<file path="config.mk">
export PLATFORM = sky130hd
export DESIGN_NAME = control_word_executor
export DESIGN_NICKNAME = d
export VERILOG_FILES = /design/src/rtl/control_word_pkg.sv /design/src/rtl/flow_regfile.sv /design/src/rtl/control_word_executor.sv
export SDC_FILE = /design/constraint.sdc
export NUM_CORES = 1
export LEC_CHECK = 0
export CORE_ASPECT_RATIO = 1.1
export CORE_MARGIN = 10
export CORE_UTILIZATION = 39
export CTS_CLUSTER_DIAMETER = 60
export DETAILED_ROUTE_END_ITERATION = 10
export GPL_TIMING_DRIVEN = 1
export PLACE_DENSITY_LB_ADDON = 0.15
export SETUP_SLACK_MARGIN = 0.1
export SYNTH_ARGS = -nofsm -noshare
export SYNTH_HDL_FRONTEND = slang
export SYNTH_SLANG_ARGS = --single-unit
</file>
<file path="constraint.sdc">
create_clock -name clk -period 2 [get_ports clk]
set_input_delay 0.2 -clock clk [delete_from_list [all_inputs] [get_ports clk]]
set_output_delay 0.2 -clock clk [all_outputs]
set_load 0.005 [all_outputs]
</file>
<file path="src/rtl/control_word_pkg.sv">
// Shared definitions for the 55-bit control word.
// The decoders that produce the word and the executor that consumes it both
// import this package.
package control_word_pkg;

   localparam int CW_W = 55;

   // Field offsets (LSB position) and widths, MSB first in the word
   localparam int PC_INC_BIT    = 54;
   localparam int ALU_OP_LSB    = 50;
   localparam int ALU_OP_W      = 4;
   localparam int A_ALT_LSB     = 34;
   localparam int B_ALT_LSB     = 18;
   localparam int ALT_W         = 16;
   localparam int A_SEL_LSB     = 14;
   localparam int B_SEL_LSB     = 10;
   localparam int SEL_W         = 4;
   localparam int A_SRC_BIT     = 9;
   localparam int B_SRC_BIT     = 8;
   localparam int OUT_SEL_LSB   = 4;
   localparam int LOAD_SRC_LSB  = 2;
   localparam int LOAD_SRC_W    = 2;
   localparam int STORE_MEM_BIT = 1;
   localparam int STORE_STK_BIT = 0;

   // load_src encodings. Any value with bit 1 set is a store (LS_STORE
   // stands for the whole 2'b1x group), so decode it with ls_is_store().
   localparam logic [1:0] LS_ALU   = 2'b00;
   localparam logic [1:0] LS_MEM   = 2'b01;
   localparam logic [1:0] LS_STORE = 2'b10;

   typedef enum logic [1:0] {
      IDLE = 2'd0,
      EXEC = 2'd1,
      WB   = 2'd2,
      MEM  = 2'd3
   } cwe_state_e;

   // Packed in the same order as the word, so a plain cast splits it
   typedef struct packed {
      logic        pc_inc;
      logic [3:0]  alu_op;
      logic [15:0] a_altern;
      logic [15:0] b_altern;
      logic [3:0]  a_sel;
      logic [3:0]  b_sel;
      logic        a_src;
      logic        b_src;
      logic [3:0]  out_sel;
      logic [1:0]  load_src;
      logic        store_mem;
      logic        store_stk;
   } cw_fields_t;

   function automatic logic ls_is_store(input logic [1:0] ls);
      return ls[1];
   endfunction

endpackage

</file>
<file path="src/rtl/flow_regfile.sv">
// Register file: two asynchronous read ports, one synchronous write port,
// synchronous active-low clear of every entry.
module flow_regfile #(
   parameter int  DATA_W = 16,
   parameter int  NREGS  = 16,
   localparam int SEL_W  = $clog2(NREGS)
) (
   input  logic              clk,
   input  logic              reset_n,
   input  logic              we,
   input  logic [SEL_W-1:0]  wsel,
   input  logic [DATA_W-1:0] wdata,
   input  logic [SEL_W-1:0]  rsel_a,
   output logic [DATA_W-1:0] rdata_a,
   input  logic [SEL_W-1:0]  rsel_b,
   output logic [DATA_W-1:0] rdata_b
);

   logic [DATA_W-1:0] regs_q [NREGS];
   logic [DATA_W-1:0] regs_d [NREGS];

   // Next register contents: only the addressed entry changes on a write
   always_comb begin
      regs_d = regs_q;
      if (we) begin
         regs_d[wsel] = wdata;
      end
   end

   // Storage with synchronous clear
   always_ff @(posedge clk) begin
      if (!reset_n) begin
         for (int i = 0; i < NREGS; i++) begin
            regs_q[i] <= '0;
         end
      end else begin
         regs_q <= regs_d;
      end
   end

   assign rdata_a = regs_q[rsel_a];
   assign rdata_b = regs_q[rsel_b];

endmodule

</file>
<file path="src/rtl/control_word_executor.sv">
// Control word executor: accepts one control word per valid/ready handshake,
// drives the external ALU, runs data-memory / stack transfers, owns the
// register file and program counter, and pulses retire once per word.
// Optional build macro CWE_RETIRE_COUNT_EN adds a 32-bit wrapping
// retire_count output.
//
// Handshake: a word is accepted on a rising clk edge where cw_valid and
// cw_ready are both high; cw_ready is high only in IDLE, so cw_valid while
// busy is simply not seen. mem_req is held, with all memory outputs stable,
// until the edge where mem_ack is high (or the timeout expires).
module control_word_executor
   import control_word_pkg::*;
#(
   parameter int DATA_W      = 16,
   parameter int NREGS       = 16,
   parameter int MEM_TIMEOUT = 0
) (
   input  logic              clk,
   input  logic              reset_n,
   input  logic [CW_W-1:0]   cw,
   input  logic              cw_valid,
   output logic              cw_ready,
   output logic [3:0]        alu_op,
   output logic [DATA_W-1:0] alu_a,
   output logic [DATA_W-1:0] alu_b,
   input  logic [DATA_W-1:0] alu_result,
   output logic              mem_req,
   output logic              mem_we,
   output logic              mem_stk,
   output logic [DATA_W-1:0] mem_addr,
   output logic [DATA_W-1:0] mem_wdata,
   input  logic [DATA_W-1:0] mem_rdata,
   input  logic              mem_ack,
   output logic [DATA_W-1:0] pc,
   output logic              retire,
`ifdef CWE_RETIRE_COUNT_EN
   output logic [31:0]       retire_count,
`endif
   output logic              mem_err
);

   // Timeout counter counts completed MEM cycles without an ack
   localparam int CNT_W   = (MEM_TIMEOUT > 1) ? $clog2(MEM_TIMEOUT) : 1;
   localparam int TO_LAST = (MEM_TIMEOUT > 0) ? MEM_TIMEOUT - 1 : 0;

   cwe_state_e        state_q, state_d;
   cw_fields_t        cw_q, cw_d;
   logic [DATA_W-1:0] result_q, result_d;
   logic [DATA_W-1:0] pc_q, pc_d;
   logic [CNT_W-1:0]  cnt_q, cnt_d;
   logic              mem_err_q, mem_err_d;

   logic              rf_we;
   logic [DATA_W-1:0] rf_wdata;
   logic [3:0]        rf_rsel_a;
   logic [DATA_W-1:0] rf_rdata_a;
   logic [DATA_W-1:0] rf_rdata_b;

   // Port A serves operand A in EXEC and R[out_sel] (store data) otherwise.
   // Nothing writes the register file during MEM, so R[out_sel] read here
   // equals the value sampled on entry for the whole transfer.
   assign rf_rsel_a = (state_q == EXEC) ? cw_q.a_sel : cw_q.out_sel;

   flow_regfile #(
      .DATA_W (DATA_W),
      .NREGS  (NREGS)
   ) u_regfile (
      .clk     (clk),
      .reset_n (reset_n),
      .we      (rf_we),
      .wsel    (cw_q.out_sel),
      .wdata   (rf_wdata),
      .rsel_a  (rf_rsel_a),
      .rdata_a (rf_rdata_a),
      .rsel_b  (cw_q.b_sel),
      .rdata_b (rf_rdata_b)
   );

   // State register and datapath flops
   always_ff @(posedge clk) begin
      if (!reset_n) begin
         state_q   <= IDLE;
         cw_q      <= '0;
         result_q  <= '0;
         pc_q      <= '0;
         cnt_q     <= '0;
         mem_err_q <= 1'b0;
      end else begin
         state_q   <= state_d;
         cw_q      <= cw_d;
         result_q  <= result_d;
         pc_q      <= pc_d;
         cnt_q     <= cnt_d;
         mem_err_q <= mem_err_d;
      end
   end

   // Next state, register-file write and pc update
   always_comb begin
      state_d   = state_q;
      cw_d      = cw_q;
      result_d  = result_q;
      pc_d      = pc_q;
      cnt_d     = cnt_q;
      mem_err_d = 1'b0;
      rf_we     = 1'b0;
      rf_wdata  = result_q;
      case (state_q)
         IDLE: begin
            if (cw_valid) begin
               cw_d    = cw_fields_t'(cw);
               state_d = EXEC;
            end
         end
         EXEC: begin
            result_d = alu_result;
            cnt_d    = '0;
            if (cw_q.load_src == LS_MEM) begin
               state_d = MEM;
            end else if (ls_is_store(cw_q.load_src) &&
                         (cw_q.store_mem || cw_q.store_stk)) begin
               state_d = MEM;
            end else begin
               // ALU word, or a store with neither target bit (no-op)
               state_d = WB;
            end
         end
         MEM: begin
            if (mem_ack) begin
               if (cw_q.load_src == LS_MEM) begin
                  rf_we    = 1'b1;
                  rf_wdata = mem_rdata;
               end
               state_d = WB;
            end else if ((MEM_TIMEOUT > 0) && (cnt_q == CNT_W'(TO_LAST))) begin
               mem_err_d = 1'b1;
               state_d   = WB;
            end else begin
               cnt_d = cnt_q + CNT_W'(1);
            end
         end
         WB: begin
            if (cw_q.load_src == LS_ALU) begin
               rf_we    = 1'b1;
               rf_wdata = result_q;
            end
            pc_d    = pc_q + DATA_W'(cw_q.pc_inc);
            state_d = IDLE;
         end
         default: state_d = IDLE;
      endcase
   end

   // Outputs decoded from the current state
   always_comb begin
      cw_ready  = 1'b0;
      alu_op    = '0;
      alu_a     = '0;
      alu_b     = '0;
      mem_req   = 1'b0;
      mem_we    = 1'b0;
      mem_stk   = 1'b0;
      mem_addr  = '0;
      mem_wdata = '0;
      retire    = 1'b0;
      case (state_q)
         IDLE: cw_ready = 1'b1;
         EXEC: begin
            alu_op = cw_q.alu_op;
            alu_a  = cw_q.a_src ? cw_q.a_altern : rf_rdata_a;
            alu_b  = cw_q.b_src ? cw_q.b_altern : rf_rdata_b;
         end
         MEM: begin
            mem_req   = 1'b1;
            mem_we    = ls_is_store(cw_q.load_src);
            mem_stk   = ls_is_store(cw_q.load_src) & cw_q.store_stk;
            mem_addr  = result_q;
            mem_wdata = rf_rdata_a;
         end
         WB:      retire = 1'b1;
         default: cw_ready = 1'b0;
      endcase
   end

   assign pc      = pc_q;
   assign mem_err = mem_err_q;

`ifdef CWE_RETIRE_COUNT_EN
   logic [31:0] retire_count_q, retire_count_d;

   // Count every retire pulse, wrapping at 2^32
   always_comb begin
      retire_count_d = retire_count_q + 32'(retire);
   end

   // Retire counter register
   always_ff @(posedge clk) begin
      if (!reset_n) begin
         retire_count_q <= '0;
      end else begin
         retire_count_q <= retire_count_d;
      end
   end

   assign retire_count = retire_count_q;
`endif

endmodule

</file>
==> flow_results.org <==
** Outcome
- Status :: finished with violations
- The checks that failed: negative setup slack.

** Synth
- Synth warnings :: 0
- Flop and latch count out of synthesis :: approximately 350
- Counting distinct cell types in the post-synthesis netlist gives 55.
- Synthesized instance count :: ~2600
- Of all flip-flops after synthesis, the portion carrying an async set or reset was 0%.
- Number of flops mapped to enable cells by yosys :: 0
- Counting every net in the synthesized netlist gives between 2000 and 3000.
- Post-synthesis area per instance :: 8.11 um2
- In the synthesized netlist the dominant register cell turns out to be sky130_fd_sc_hd__dfxtp_1.
- Seq/Total Area, Yosys :: around 32%
- After synthesis the cells add up to approximately 21000 um2.

** Worst setup path
- Signal arrival time at the worst endpoint :: between 2000 and 3000 ps
- Count of cells along the worst register-to-register path :: 11
- Required time of the worst setup path :: around 1800 ps
- STA classifies the critical path startpoint as a flip-flop.
- Top fanout value on the critical path :: 8
- Sort of element at the end of the critical path :: output port
- Worst Path Class, Setup :: flip-flop to output port

** STA
- The final max-slew violation count is 0.
- In the post-route analysis, the smallest setup slack over all paths is -1120 ps.
- Static timing analysis puts the maximum clock frequency at between 0.3 and 0.4 GHz.
- Final critical-path share of the clock period :: 156%
- Hold Violations, Final :: 0
- Across all hold checks on the routed design, the worst slack comes to roughly 68 ps.
- Slew HR :: about 65%
- Unrepaired setup endpoints after global routing :: true
- For the pin with the worst max-slew slack, the measured transition is 523 ps.
- Final min period :: 3120 ps
- Number of setup violations in the final report :: roughly 370
- Across the routed clock network, the largest skew measured is between 15 and 20 ps.

** Global routing
- Initial antenna violation count :: 5
- Overall Global Routing Usage :: a little over a quarter
- Global-route wire length before repair :: about 140000 um
- After global routing the overflow that remains totals 0.
- Entering global routing, the biggest net connects 69 pins.
- Number of global-route vias before repair :: around 22000

** Power and ir drop
- Power density of the placed cells :: 578 nW/um2
- Clk pwr share :: around 44%
- Net switching is ~27% of the power.
- Switching power total :: approximately 5300 uW
- Worst VDD drop :: around 670 uV
- Cell Int Power :: roughly 14000 uW
- Part of the total power dissipated in combinational logic :: a little under a fifth
- Leakage power :: about 0.015 uW
- Total Power Consumption :: ~19000 uW
- Registers are responsible for between 30% and 40% of the overall power.

** Die
- Boundary pin count :: roughly 180
- The floorplan step defined a die boundary enclosing 64400 um2.
- Initial Utilization :: 39.5%
- Measured along the x axis, the die boundary spans roughly 240 um.
- Rows :: between 80 and 90
- Core Box Area :: ~54000 um2
- Die outline height :: 265 um

** Clock network
- After clock tree synthesis, the clock-pin slew on the worst setup and hold paths is roughly 60 ps.
- Cts bufs inserted :: 44
- Max clock buf depth :: 3
- The H-tree generated during clock tree synthesis spans 2 levels.
- Master cell of the clock root buffer :: sky130_fd_sc_hd__clkbuf_16
- Clock tree from TritonCTS :: yes
- The number of hold buffers added after CTS was 0.
- Number of sinks handled by clock tree synthesis :: 345
- Insertion delay of the later-clocked pin in the worst-skew pair :: ~600 ps

** Route
- Per-cell routed wire length :: between 20 and 30 um
- The detailed router finished its first iteration with roughly 2800 violations.
- The count of nets left with antenna violations once routing finished came out at 0.
- DR pass1 iterations :: 6
- Summed over all layers, the routed wires come to ~110000 um.
- Dividing the detail-routed via count by the number of cells gives slightly above 6.
- Number of vias in the routed layout :: ~24000
- # DRC :: 0

** Placement
- Post-Place Worst Slack :: -864 ps
- RePlAce Congestion :: 0.874
- The placed instances occupy a cell area of between 20000 and 30000 um2.
- Port buffering added roughly 180 buffers.
- HPWL after detailed placement :: a little under 60000 um

** Finish
- Number of nets in the final layout :: between 3000 and 4000
- Final Core Density :: approximately 62%
- The area growth from synthesis to layout is 57.5%.
- The finished cells cover 33600 um2.
- The post-route netlist has a little under two fifths of its cells at a drive strength greater than 1.

** Hold path
- Hold Crit Depth :: 2
- HP Class :: primary input to flip-flop

** Job
- Number of max-capacitance violations reported :: 0
## critical path: stages, from the launching register on
cell,delay (ps)
sky130_fd_sc_hd__dfxtp_4,360
sky130_fd_sc_hd__and2b_4,350
sky130_fd_sc_hd__buf_12,150
sky130_fd_sc_hd__o31ai_4,80
sky130_fd_sc_hd__buf_12,160
sky130_fd_sc_hd__buf_12,130
sky130_fd_sc_hd__buf_16,130
sky130_fd_sc_hd__o21a_1,130
sky130_fd_sc_hd__o41a_1,310
sky130_fd_sc_hd__or3_4,380
sky130_fd_sc_hd__buf_6,140
## power groups by stage
stage	registers (uW)	logic [uW]	clock network, uW
floorplan	7220	1250	0
global placement	7270	2470	0
detailed placement	7270	2500	0
CTS	7120	3180	8700
global route	7130	3760	8950
finish	7130	3660	8610
## layout make-up
cell class / instances / area, um2
well taps: 728 / 911
fillers: 4405 / 20300
flip-flops and latches: 345 / 6930
clock buffers: 67 / 1340
diodes: 2 / 5.00
clock inverters: 15 / 221
multi-input cells: 2014 / 15000
inverters: 7 / 26.3
repair buffers: 799 / 9140
## metrics by stage
stage | cells | setup TNS (ps)
after floorplan | 2627 | 0
after global placement | 3676 | -89720
after detailed placement | 3676 | -105340
after CTS | 3857 | -71110
after global routing | 3976 | -120600
final | 3977 | -100560
## kinds of logic after synthesis
family / share of synthesized area (%)
AO/OA/AOI/OAI: 27.7
adder cells (fa/ha/maj): 0.117
multiplexers: 9.98
AND/OR/NAND/NOR: 23.7
buffers and inverters: 5.74
flip-flops: 32.4
XOR/XNOR: 0.370
other: 0.0176
## cell usage after synthesis (all sizes together) (2+ instances only)
library cell    n  area (um2)
buf           106         616
dfxtp         345        6910
and2           18         113
nand3          21         105
o211a         256        2560
nand4           3        18.8
nor2           16        60.1
clkbuf        155         582
and3           34         213
xnor2           5        43.8
a21oi         259        1300
o2111ai         3        26.3
mux4           80        1800
o21ai         129         646
nand2b        258        1610
xor2            4        35.0
or3            22         138
o21a           19         143
inv             7        26.3
o31ai           4        58.8
nor2b           7        51.3
nand4bb         2        22.5
ha              2        25.0
a21boi         76         571
nand2         694        2610
a41oi          61         534
mux2i          19         327
nor3            7        40.0
## state kept, by name (all words and copies together) (netlist names)
register          flops
pc                   16
state_q               2
result_q             16
cw_q                 55
u_regfile.regs_q    256
## metal layers
layer | GRT usage (%) | vias up | wire, um
met5 | 0 | - | 118
met4 | 14.5 | 6 | 7550
met3 | 4.79 | 409 | 11200
met2 | 44.8 | 1466 | 46900
met1 | 33.8 | 11900 | 39900
li1 | - | 10500 | -
## repair_timing
item	CTS	global route
endpoints found under the setup margin	339	332
buffers inserted	85	86
gates cloned	18	36
pin swaps	106	119
resized for setup	663	329
## cell usage in the layout (no fill, tap or decap), types with 10 or more instances in the layout
cell type                           n
sky130_fd_sc_hd__a21oi_2           10
sky130_fd_sc_hd__and3_1            26
sky130_fd_sc_hd__nand2b_1         257
sky130_fd_sc_hd__buf_16            17
sky130_fd_sc_hd__clkbuf_16         70
sky130_fd_sc_hd__mux2i_4           16
sky130_fd_sc_hd__o21ai_1           29
sky130_fd_sc_hd__a41oi_1           11
sky130_fd_sc_hd__buf_4            352
sky130_fd_sc_hd__mux4_2            80
sky130_fd_sc_hd__and2_1            12
sky130_fd_sc_hd__buf_2             40
sky130_fd_sc_hd__buf_12           122
sky130_fd_sc_hd__o21ai_2           68
sky130_fd_sc_hd__o21a_1            14
sky130_fd_sc_hd__nand2_1          588
sky130_fd_sc_hd__buf_6            106
sky130_fd_sc_hd__o21ai_4           23
sky130_fd_sc_hd__or3_4             15
sky130_fd_sc_hd__nand2_2           68
sky130_fd_sc_hd__clkdlybuf4s50_1  105
sky130_fd_sc_hd__clkbuf_8          13
sky130_fd_sc_hd__o211a_1          256
sky130_fd_sc_hd__buf_8             22
sky130_fd_sc_hd__dfxtp_1          339
sky130_fd_sc_hd__nand2_4           38
sky130_fd_sc_hd__a21boi_0          76
sky130_fd_sc_hd__nand3_1           20
sky130_fd_sc_hd__a41oi_2           50
sky130_fd_sc_hd__a21oi_1          249
## worst paths after layout
path / endpoint / start / slack (ps)
max reg2reg: u_regfile.regs_q[252] / state_q[0] / -290
max: alu_a[15] / state_q[1] / -1120
min: u_regfile.regs_q[163] / reset_n / 70
min reg2reg: cw_q[36] / cw_q[36] / 460
(Power assumes the default switching activity.)
